## src/rtl/spi_pkg.sv

```systemverilog
// Shared definitions for the SPI slave: FSM state encoding, SPI mode constants
// and the helper that maps mode bits and sclk edges onto sample/shift strobes.
package spi_pkg;

  typedef enum logic {
    ST_IDLE   = 1'b0,
    ST_ACTIVE = 1'b1
  } spi_state_e;

  localparam logic CPOL_IDLE_LOW     = 1'b0;
  localparam logic CPOL_IDLE_HIGH    = 1'b1;
  localparam logic CPHA_LEAD_SAMPLE  = 1'b0;
  localparam logic CPHA_TRAIL_SAMPLE = 1'b1;

  // Returns {sample, shift} for the given mode and detected sclk edges.
  function automatic logic [1:0] edge_roles(input logic cpol, input logic cpha,
                                            input logic rise, input logic fall);
    logic lead;
    logic trail;
    case (cpol)
      CPOL_IDLE_LOW: begin
        lead  = rise;
        trail = fall;
      end
      CPOL_IDLE_HIGH: begin
        lead  = fall;
        trail = rise;
      end
      default: begin
        lead  = 1'b0;
        trail = 1'b0;
      end
    endcase
    case (cpha)
      CPHA_LEAD_SAMPLE:  edge_roles = {lead, trail};
      CPHA_TRAIL_SAMPLE: edge_roles = {trail, lead};
      default:           edge_roles = 2'b00;
    endcase
  endfunction

endpackage

```

## src/rtl/spi_sync.sv

```systemverilog
// Multi-flop synchronizer for one asynchronous SPI pin; the reset value is the
// pin's idle level so no spurious edge is seen after reset.
module spi_sync #(
  parameter int   STAGES  = 2,
  parameter logic RST_VAL = 1'b0
) (
  input  logic clk_i,
  input  logic rst_n_i,
  input  logic d,
  output logic q
);

  logic [STAGES-1:0] chain_r;

  // Shift the asynchronous input through the flop chain.
  always_ff @(posedge clk_i or negedge rst_n_i) begin
    if (!rst_n_i) begin
      chain_r <= {STAGES{RST_VAL}};
    end else begin
      chain_r <= {chain_r[STAGES-2:0], d};
    end
  end

  assign q = chain_r[STAGES-1];

endmodule

```

## src/rtl/spi_slave.sv

```systemverilog
// SPI slave supporting all four CPOL/CPHA modes, oversampling the SPI pins on
// clk_i, with a one-entry TX buffer and back-to-back words inside one frame.
module spi_slave
  import spi_pkg::*;
#(
  parameter int DATA_WIDTH  = 8,
  parameter int SYNC_STAGES = 2
) (
  input  logic                  clk_i,
  input  logic                  rst_n_i,
  input  logic                  spi_sclk_i,
  input  logic                  spi_cs_n_i,
  input  logic                  spi_mosi_i,
  output logic                  spi_miso_o,
  output logic                  spi_miso_oe_o,
  input  logic                  cpol_i,
  input  logic                  cpha_i,
  input  logic [DATA_WIDTH-1:0] tx_data_i,
  input  logic                  tx_vld_i,
  output logic                  tx_rdy_o,
  output logic [DATA_WIDTH-1:0] rx_data_o,
  output logic                  rx_vld_o,
  output logic                  tx_underrun_o,
  output logic                  busy_o
);

  localparam int               CNT_W    = $clog2(DATA_WIDTH);
  localparam logic [CNT_W-1:0] LAST_BIT = CNT_W'(DATA_WIDTH - 1);

  logic sclk_s, cs_n_s, mosi_s;
  logic sclk_d_r, cs_n_d_r;
  logic sclk_rise_s, sclk_fall_s, cs_fall_s, cs_rise_s;
  logic sample_s, shift_s;
  logic entry_s, act_sample_s, act_shift_s;
  logic load_s, accept_s, word_done_s, active_nxt_s;

  spi_state_e state_r, state_nxt_s;
  logic                  cpol_r, cpha_r;
  logic [CNT_W-1:0]      bit_cnt_r;
  logic                  load_pending_r;
  logic [DATA_WIDTH-1:0] buf_r;
  logic                  buf_empty_r;
  logic [DATA_WIDTH-1:0] tx_shift_r, tx_shift_nxt_s;
  logic [DATA_WIDTH-2:0] rx_shift_r;
  logic [DATA_WIDTH-1:0] rx_word_s;
  logic [DATA_WIDTH-1:0] rx_data_r;
  logic                  rx_vld_r, underrun_r, miso_r, oe_r, busy_r;

  spi_sync #(.STAGES(SYNC_STAGES), .RST_VAL(1'b0)) u_sync_sclk (
    .clk_i(clk_i), .rst_n_i(rst_n_i), .d(spi_sclk_i), .q(sclk_s)
  );
  spi_sync #(.STAGES(SYNC_STAGES), .RST_VAL(1'b1)) u_sync_cs_n (
    .clk_i(clk_i), .rst_n_i(rst_n_i), .d(spi_cs_n_i), .q(cs_n_s)
  );
  spi_sync #(.STAGES(SYNC_STAGES), .RST_VAL(1'b0)) u_sync_mosi (
    .clk_i(clk_i), .rst_n_i(rst_n_i), .d(spi_mosi_i), .q(mosi_s)
  );

  // Delayed copies of the synced pins for edge detection.
  always_ff @(posedge clk_i or negedge rst_n_i) begin
    if (!rst_n_i) begin
      sclk_d_r <= 1'b0;
      cs_n_d_r <= 1'b1;
    end else begin
      sclk_d_r <= sclk_s;
      cs_n_d_r <= cs_n_s;
    end
  end

  assign sclk_rise_s = sclk_s & ~sclk_d_r;
  assign sclk_fall_s = ~sclk_s & sclk_d_r;
  assign cs_fall_s   = ~cs_n_s & cs_n_d_r;
  assign cs_rise_s   = cs_n_s & ~cs_n_d_r;

  assign {sample_s, shift_s} = edge_roles(cpol_r, cpha_r, sclk_rise_s, sclk_fall_s);

  // FSM state register.
  always_ff @(posedge clk_i or negedge rst_n_i) begin
    if (!rst_n_i) begin
      state_r <= ST_IDLE;
    end else begin
      state_r <= state_nxt_s;
    end
  end

  // FSM next-state logic.
  always_comb begin
    state_nxt_s = state_r;
    case (state_r)
      ST_IDLE: begin
        if (cs_fall_s) state_nxt_s = ST_ACTIVE;
        else           state_nxt_s = ST_IDLE;
      end
      ST_ACTIVE: begin
        if (cs_rise_s) state_nxt_s = ST_IDLE;
        else           state_nxt_s = ST_ACTIVE;
      end
      default: state_nxt_s = ST_IDLE;
    endcase
  end

  // FSM decoded controls; a cs_n rise masks any coincident sclk edge.
  always_comb begin
    entry_s      = 1'b0;
    act_sample_s = 1'b0;
    act_shift_s  = 1'b0;
    case (state_r)
      ST_IDLE: begin
        entry_s = cs_fall_s;
      end
      ST_ACTIVE: begin
        if (cs_rise_s) begin
          act_sample_s = 1'b0;
          act_shift_s  = 1'b0;
        end else begin
          act_sample_s = sample_s;
          act_shift_s  = shift_s;
        end
      end
      default: begin
        entry_s      = 1'b0;
        act_sample_s = 1'b0;
        act_shift_s  = 1'b0;
      end
    endcase
  end

  assign load_s       = (entry_s & (cpha_i == CPHA_LEAD_SAMPLE)) | (act_shift_s & load_pending_r);
  assign accept_s     = tx_vld_i & buf_empty_r;
  assign word_done_s  = act_sample_s & (bit_cnt_r == LAST_BIT);
  assign rx_word_s    = {rx_shift_r, mosi_s};
  assign active_nxt_s = (state_nxt_s == ST_ACTIVE);

  // Next TX shift value: load from the buffer (zeros on underrun) or shift left.
  always_comb begin
    tx_shift_nxt_s = tx_shift_r;
    if (load_s) begin
      if (buf_empty_r) tx_shift_nxt_s = '0;
      else             tx_shift_nxt_s = buf_r;
    end else if (act_shift_s) begin
      tx_shift_nxt_s = {tx_shift_r[DATA_WIDTH-2:0], 1'b0};
    end else begin
      tx_shift_nxt_s = tx_shift_r;
    end
  end

  // One-entry TX buffer; a same-cycle load sees the empty buffer and the new word stays.
  always_ff @(posedge clk_i or negedge rst_n_i) begin
    if (!rst_n_i) begin
      buf_r       <= '0;
      buf_empty_r <= 1'b1;
    end else if (accept_s) begin
      buf_r       <= tx_data_i;
      buf_empty_r <= 1'b0;
    end else if (load_s) begin
      buf_empty_r <= 1'b1;
    end
  end

  // TX shift register, MISO and underrun pulse.
  always_ff @(posedge clk_i or negedge rst_n_i) begin
    if (!rst_n_i) begin
      tx_shift_r <= '0;
      miso_r     <= 1'b0;
      underrun_r <= 1'b0;
    end else begin
      tx_shift_r <= tx_shift_nxt_s;
      miso_r     <= active_nxt_s ? tx_shift_nxt_s[DATA_WIDTH-1] : 1'b0;
      underrun_r <= load_s & buf_empty_r;
    end
  end

  // Mode latch, bit counter, load request and RX shift register.
  always_ff @(posedge clk_i or negedge rst_n_i) begin
    if (!rst_n_i) begin
      cpol_r         <= 1'b0;
      cpha_r         <= 1'b0;
      bit_cnt_r      <= '0;
      load_pending_r <= 1'b0;
      rx_shift_r     <= '0;
    end else if (entry_s) begin
      cpol_r         <= cpol_i;
      cpha_r         <= cpha_i;
      bit_cnt_r      <= '0;
      load_pending_r <= (cpha_i != CPHA_LEAD_SAMPLE);
    end else if (word_done_s) begin
      bit_cnt_r      <= '0;
      load_pending_r <= 1'b1;
      rx_shift_r     <= rx_word_s[DATA_WIDTH-2:0];
    end else if (act_sample_s) begin
      bit_cnt_r      <= bit_cnt_r + CNT_W'(1);
      rx_shift_r     <= rx_word_s[DATA_WIDTH-2:0];
    end else if (act_shift_s) begin
      load_pending_r <= 1'b0;
    end
  end

  // Received word and status outputs.
  always_ff @(posedge clk_i or negedge rst_n_i) begin
    if (!rst_n_i) begin
      rx_data_r <= '0;
      rx_vld_r  <= 1'b0;
      oe_r      <= 1'b0;
      busy_r    <= 1'b0;
    end else begin
      rx_vld_r <= word_done_s;
      oe_r     <= active_nxt_s;
      busy_r   <= active_nxt_s;
      if (word_done_s) rx_data_r <= rx_word_s;
    end
  end

  assign spi_miso_o    = miso_r;
  assign spi_miso_oe_o = oe_r;
  assign tx_rdy_o      = buf_empty_r;
  assign rx_data_o     = rx_data_r;
  assign rx_vld_o      = rx_vld_r;
  assign tx_underrun_o = underrun_r;
  assign busy_o        = busy_r;

endmodule

```

## config.mk

```make
export PLATFORM = sky130hd
export DESIGN_NAME = spi_slave
export DESIGN_NICKNAME = d
export VERILOG_FILES = /design/src/rtl/spi_pkg.sv /design/src/rtl/spi_sync.sv /design/src/rtl/spi_slave.sv
export SDC_FILE = /design/constraint.sdc
export NUM_CORES = 1
export LEC_CHECK = 0
export CAP_MARGIN = 5
export CORE_MARGIN = 2
export CORE_UTILIZATION = 57
export CTS_CLUSTER_SIZE = 40
export DETAILED_ROUTE_END_ITERATION = 7
export PLACE_DENSITY = 0.94
export SYNTH_ARGS = -nofsm -noshare
export SYNTH_HDL_FRONTEND = slang
export SYNTH_SLANG_ARGS = --single-unit
export TNS_END_PERCENT = 30
```

## constraint.sdc

```tcl
create_clock -name clk_i -period 3.02 [get_ports clk_i]
set_input_delay 0.604 -clock clk_i [delete_from_list [all_inputs] [get_ports clk_i]]
set_output_delay 0.604 -clock clk_i [all_outputs]
set_load 0.005 [all_outputs]
```

==> flow_summary.ini, run 1 <==
[critical_path]
cp-start-kind = primary input
worstPathRequired_ns = 3.22
cp-end-kind = flip-flop
path_delay_family = simple AND/OR/NAND/NOR gates
max_stage_delay_ns = 0.67
reg2reg_slack_ns = 1.10
crit_chain = clkdlybuf4s50_1, or4b_1, nor2_1, a41oi_2, o221ai_1
path_buf_inv = 1
critical_path.max_fanout = 9
cpMaxStageDelayCell = or4b_1
crit_arrival_ns = 2.33
path_class = in -> reg

[clock_tree]
cts_buffers = 5
cts_setup_buffers = 0
cts_root_buf = clkbuf_8
cts_tree = done
clock_sinks = 50
clkTransAtPathRegs_ns = 0.09
cts_max_level = 2
cts_buffer_depth = 2
insertion_delay_ns = 0.30
cts-resized-gates = 0
hold_buffers = 0

[timing]
finalWorstSetupSlack_ns = 0.897
period_minus_slack_ns = 2.12
skew_ns = 0.00768
worst_pin_slew_ns = 1.06
whs_ns = 0.361
min_period_over_period_pct = 70.3
max_freq_ghz = 0.471
finalSetupViolCount = 0
hold_violations = 0
slew_headroom_pct = 29.5
final.setup.tns_ns = 0
finalMaxSlewViolations = 0
grt_setup_unrepaired = no

[yosys]
synthFlopType = dfrtp_1
synth_top_family_by_area = multiplexers
syn_inst = 156
synth_area_um2 = 2130
ys_seq_elements = 50
synthAdderAreaFrac_pct = 1.18
async_reset_ff_share_pct = 100
avgSynthCellArea_um2 = 13.6
synthXorXnorAreaFrac_pct = 0.765
yosys_warnings = 0
ys_seq_area_share_pct = 59.1
ys_types = 37
muxShareOfSynthArea_pct = 14.2
synth_compound_area_share_pct = 7.12
yosys.area_share.simple_pct = 12.6
syn-num-nets = 174
synth_edf_count = 0

[cells_and_area]
nFillCells = 266
n_antenna_cell = 0
nNetsFinal = 204
area_growth_pct = 17.0
regArea_um2 = 1260
final_cell_mix = dfrtp_1, clkdlybuf4s50_1, mux2_2
layout-drive-gt1-share_pct = 27.3
multi_input_area_um2 = 762
final_common_cell = dfrtp_1

[place]
dp_hpwl_um = 2810
io_buffers = 29
dp_slack_ns = 0.685
place_congestion = 0.812

[floorplan]
fp.dieH_um = 65.1
die_x_um = 65.1
start_util_pct = 58.5
ios = 30
die_area_um2 = 4230
core_area_um2 = 3630
rows = 22

[global_route]
grt_pass1_vias = 1417
track_usage_pct = 22.1
antenna_found_initial = 0
grt_remaining_overflow = 0
grt_max_degree = 51
grt_pass1_wl_um = 6780

[status]
outcome = finished, final reports clean

[routing]
wirelength_um = 4100
first_pass_iters = 4
wire_per_inst_um = 17.4
drt_iter0_drc = 63
detail-route-antenna-nets = 0
vias = 1350
drc = 0
via_per_inst = 5.74

[pwr]
max-vdd-ir-drop_mv = 0.386
p_leak_uw = 0.00112
power.density_nw_per_um2 = 739

[worst_hold_path]
hold_class = reg -> reg

[run]
drv_cap = 0
==> path summary, 6_finish.rpt <==
check / startpoint / to / depth (start not counted)
worst max-delay path: cpha_i / tx_shift_r[4] / 5
worst min-delay path: u_sync_mosi.chain_r[0] / u_sync_mosi.chain_r[1] / 0
worst max register to register: cs_n_d_r / tx_shift_r[4] / 4
worst min register to register: u_sync_mosi.chain_r[0] / u_sync_mosi.chain_r[1] / 0
max in group asynchronous: rst_n_i / buf_r[5] / 1
min in group asynchronous: rst_n_i / u_sync_sclk.chain_r[0] / 1
==> power breakdown <==
| part | switching [µW] | internal [µW] | total (µW) |
|---|---|---|---|
| Sequential | 145 | 868 | 1010 |
| Clock | 209 | 161 | 369 |
| Combinational | 207 | 248 | 456 |
==> state kept, by name, indices dropped and copies added (netlist names), 2 cells and up <==
name,count
rx_shift_r,7
tx_shift_r,8
buf_r,8
u_sync_cs_n.chain_r,2
bit_cnt_r,3
u_sync_mosi.chain_r,2
rx_data_o,8
u_sync_sclk.chain_r,2
==> per-stage QoR <==
stage                     cell area, µm²  util (%)  total power (µW)  std cells
final                               2490      68.5              1840        235
after global routing                2490      68.5              1940        235
after CTS                           2490      68.5              1850        235
after detailed placement            2400      66.2              1470        227
after global placement              2400      66.2              1410        227
after floorplan                     2130         -              1310        156
==> routing by layer <==
layer | vias up | track usage, % | wire [µm]
li1 | 608 | - | -
met1 | 674 | 25.7 | 1630
met4 | 0 | 13.8 | 159
met5 | - | 0 | 0
met3 | 16 | 5.73 | 190
met2 | 52 | 36.5 | 2120
==> layout make-up <==
| cell class | instances | area share, % |
|---|---|---|
| Multi-Input combinational cell | 90 | 30.6 |
| Tap cell | 48 | 2.41 |
| Clock buffer | 6 | 2.92 |
| Sequential cell | 50 | 50.5 |
| Inverter | 9 | 1.36 |
| Clock inverter | 2 | 0.402 |
| Timing Repair Buffer | 30 | 11.8 |
==> cell families after synthesis <==
kind of cell	after synthesis
flops	50
simple gates	40
mux	27
compound gates	20
buf+inv	16
fa+ha+maj	2
xor+xnor	1
==> synth_stat cells (all sizes together) (2+ instances only) <==
library cell | instances | area (µm²)
ha | 2 | 25.0
dfstp | 4 | 105
nand4b | 7 | 61.3
nand3 | 2 | 15.0
nor4b | 2 | 30.0
inv | 9 | 33.8
nor2 | 6 | 25.0
nand2b | 2 | 12.5
a211oi | 2 | 15.0
or2b | 2 | 17.5
dfrtp | 46 | 1150
nand2 | 11 | 41.3
buf | 4 | 35.0
a21oi | 3 | 15.0
mux2i | 2 | 20.0
o221ai | 6 | 52.6
and2 | 3 | 21.3
o21ai | 4 | 20.0
mux2 | 25 | 282
clkbuf | 2 | 27.5
==> worst register-to-register path, stage by stage, from the launching register on <==
cell and delay, ns:
dfstp_2 0.56, or4b_1 0.63, nor2_1 0.22, a41oi_2 0.11
o221ai_1 0.30
(Power assumes the default switching activity.)
==> inputs of run 2 (changes only) <==
--- a/config.mk
+++ b/config.mk
@@ -7,10 +7,10 @@
 export LEC_CHECK = 0
 export CAP_MARGIN = 5
 export CORE_MARGIN = 2
-export CORE_UTILIZATION = 57
+export CORE_UTILIZATION = 53
 export CTS_CLUSTER_SIZE = 40
 export DETAILED_ROUTE_END_ITERATION = 7
-export PLACE_DENSITY = 0.94
+export PLACE_DENSITY = 0.89
 export SYNTH_ARGS = -nofsm -noshare
 export SYNTH_HDL_FRONTEND = slang
 export SYNTH_SLANG_ARGS = --single-unit
==> constraint.sdc (replaced) <==
create_clock -name clk_i -period 1.98 [get_ports clk_i]
set_input_delay 0.396 -clock clk_i [delete_from_list [all_inputs] [get_ports clk_i]]
set_output_delay 0.396 -clock clk_i [all_outputs]
set_load 0.005 [all_outputs]
==> run 2 against run 1 <==
Clock-buffer cell count increased by 1. Critical path type is now reg -> reg. Worst setup slack got worse by 0.73 ns. Largest power group unchanged. Global-route usage decreased by 1.3 points. Critical path depth decreased by 1. Final cell count increased by 1.7%. Total power increased by 54%. Clock skew decreased by 0.0023 ns. Die area increased by 7.1%.
==> flow_summary.ini, run 2 (synthesis results as in run 1) <==
[critical_path]
crit_arrival_ns = 1.99
crit_chain = xor2_2, mux2_2, nor2_4, mux2_2
path_class = reg -> reg
cp-end-kind = flip-flop
cp-start-kind = flip-flop
path_common_cell = mux2_2
critical_path.max_fanout = 8
worstPathRequired_ns = 2.16
reg2reg_slack_ns = 0.17
max_stage_delay_ns = 0.42
cpMaxStageDelayCell = dfrtp_1

[timing]
min_period_over_period_pct = 91.5
worst_pin_slew_ns = 0.534
finalSetupViolCount = 0
hold_violations = 0
slew_headroom_pct = 64.4
max_freq_ghz = 0.552
finalMaxSlewViolations = 0
period_minus_slack_ns = 1.81
whs_ns = 0.0697
grt_setup_unrepaired = no
skew_ns = 0.00540

[routing]
drc = 0
first_pass_iters = 4
wirelength_um = 4000
wire_per_inst_um = 16.7
top_layer_used = met4
vias = 1350
route.met2.wl_um = 2130
met3WireLength_um = 166
via_per_inst = 5.65
detail-route-antenna-nets = 0
wl_met1_um = 1630
drt_iter0_drc = 86

[cells_and_area]
area_growth_pct = 19.2
layout-drive-gt1-share_pct = 28.0
stdcell_count = 239
final_common_cell = dfrtp_1
nNetsFinal = 207
n_antenna_cell = 0
finalInstanceArea_um2 = 2530
post-route-util_pct = 64.3
final_cell_mix = dfrtp_1, clkdlybuf4s50_1, mux2_2

[clock_tree]
insertion_delay_ns = 0.29
cts_max_level = 2
hold_buffers = 0
cts_root_buf = clkbuf_8
cts_buffers = 5
cts_buffer_depth = 2
cts_tree = done
clkTransAtPathRegs_ns = 0.08
cts_setup_buffers = 0
clock_sinks = 50

[global_route]
grt_max_degree = 29
grt_pass1_vias = 1400
track_usage_pct = 20.7
grt_pass1_wl_um = 6790
grt_remaining_overflow = 0
antenna_found_initial = 0

[floorplan]
core_area_um2 = 3940
start_util_pct = 53.9
die_area_um2 = 4530
rows = 23
ios = 30
fp.dieH_um = 67.3
die_x_um = 67.3

[place]
place_area_um2 = 2440
io_buffers = 29
dp_hpwl_um = 2910
place_congestion = 0.907
dp.cells = 232

[run]
drv_cap = 0

[pwr]
max-vdd-ir-drop_mv = 0.667
p_leak_uw = 0.00114
power.density_nw_per_um2 = 1120

[status]
outcome = finished, final reports clean

[worst_hold_path]
hold_class = in -> async
[run 2: cell types whose count changed in the layout (fill, tap and decap cells not counted)]
cell	delta
nor2_2	-1
nor2_4	+1
clkbuf_8	+1
clkinv_2	-2
buf_4	+2
buf_12	+1
[run 2: layout make-up]
| class | count | area, µm² |
|---|---|---|
| Clock buffer | 7 | 86.3 |
| Timing Repair Buffer | 33 | 328 |
| Tap cell | 50 | 62.6 |
| Sequential cell | 50 | 1260 |
| Fill cell | 273 | 1410 |
| Inverter | 9 | 33.8 |
| Multi-Input combinational cell | 90 | 767 |
[run 2: where the power goes]
group / total, µW / switching, µW / internal [µW]
combinational: 696 / 310 / 386
sequential: 1540 / 222 / 1320
clock: 584 / 307 / 278
[run 2: metrics by stage]
stage / setup TNS, ns / setup slack [ns] / power (µW)
2_1_floorplan: 0 / 0.252 / 2000
3_3_place_gp: 0 / 0.0994 / 2160
3_5_place_dp: -0.00791 / -0.00791 / 2250
4_1_cts: 0 / 0.0475 / 2840
5_1_grt: 0 / 0.0264 / 2990
6_report: 0 / 0.168 / 2830
[run 2: routing by layer]
| metal | track usage [%] | vias up |
|---|---|---|
| met5 | 0 | - |
| met4 | 9.18 | 0 |
| met3 | 4.50 | 8 |
| met2 | 34.7 | 43 |
| met1 | 25.9 | 683 |
| li1 | - | 616 |
[run 2: timing repair]
item | in CTS | in global routing
resized for setup | 0 | 1
hold endpoints to repair | 0 | 0
setup endpoints to repair | 0 | 7
[run 2: worst max-delay path, delay by kind of cell (launching register included)]
family        cells  cell delay [ns]
simple gates      1             0.23
xor+xnor          1             0.26
flops             1             0.42
mux               2             0.79
[run 2: path summary, 6_finish.rpt]
kind | startpoint | end | cells past startpoint
hold / removal | rst_n_i | buf_r[3] | 1
hold reg to reg | u_sync_sclk.chain_r[0] | u_sync_sclk.chain_r[1] | 0
min in group clk_i | u_sync_sclk.chain_r[0] | u_sync_sclk.chain_r[1] | 0
max in group asynchronous | rst_n_i | u_sync_cs_n.chain_r[1] | 2
setup reg to reg | cpha_r | rx_shift_r[6] | 4
setup / recovery | cpha_r | rx_shift_r[6] | 4
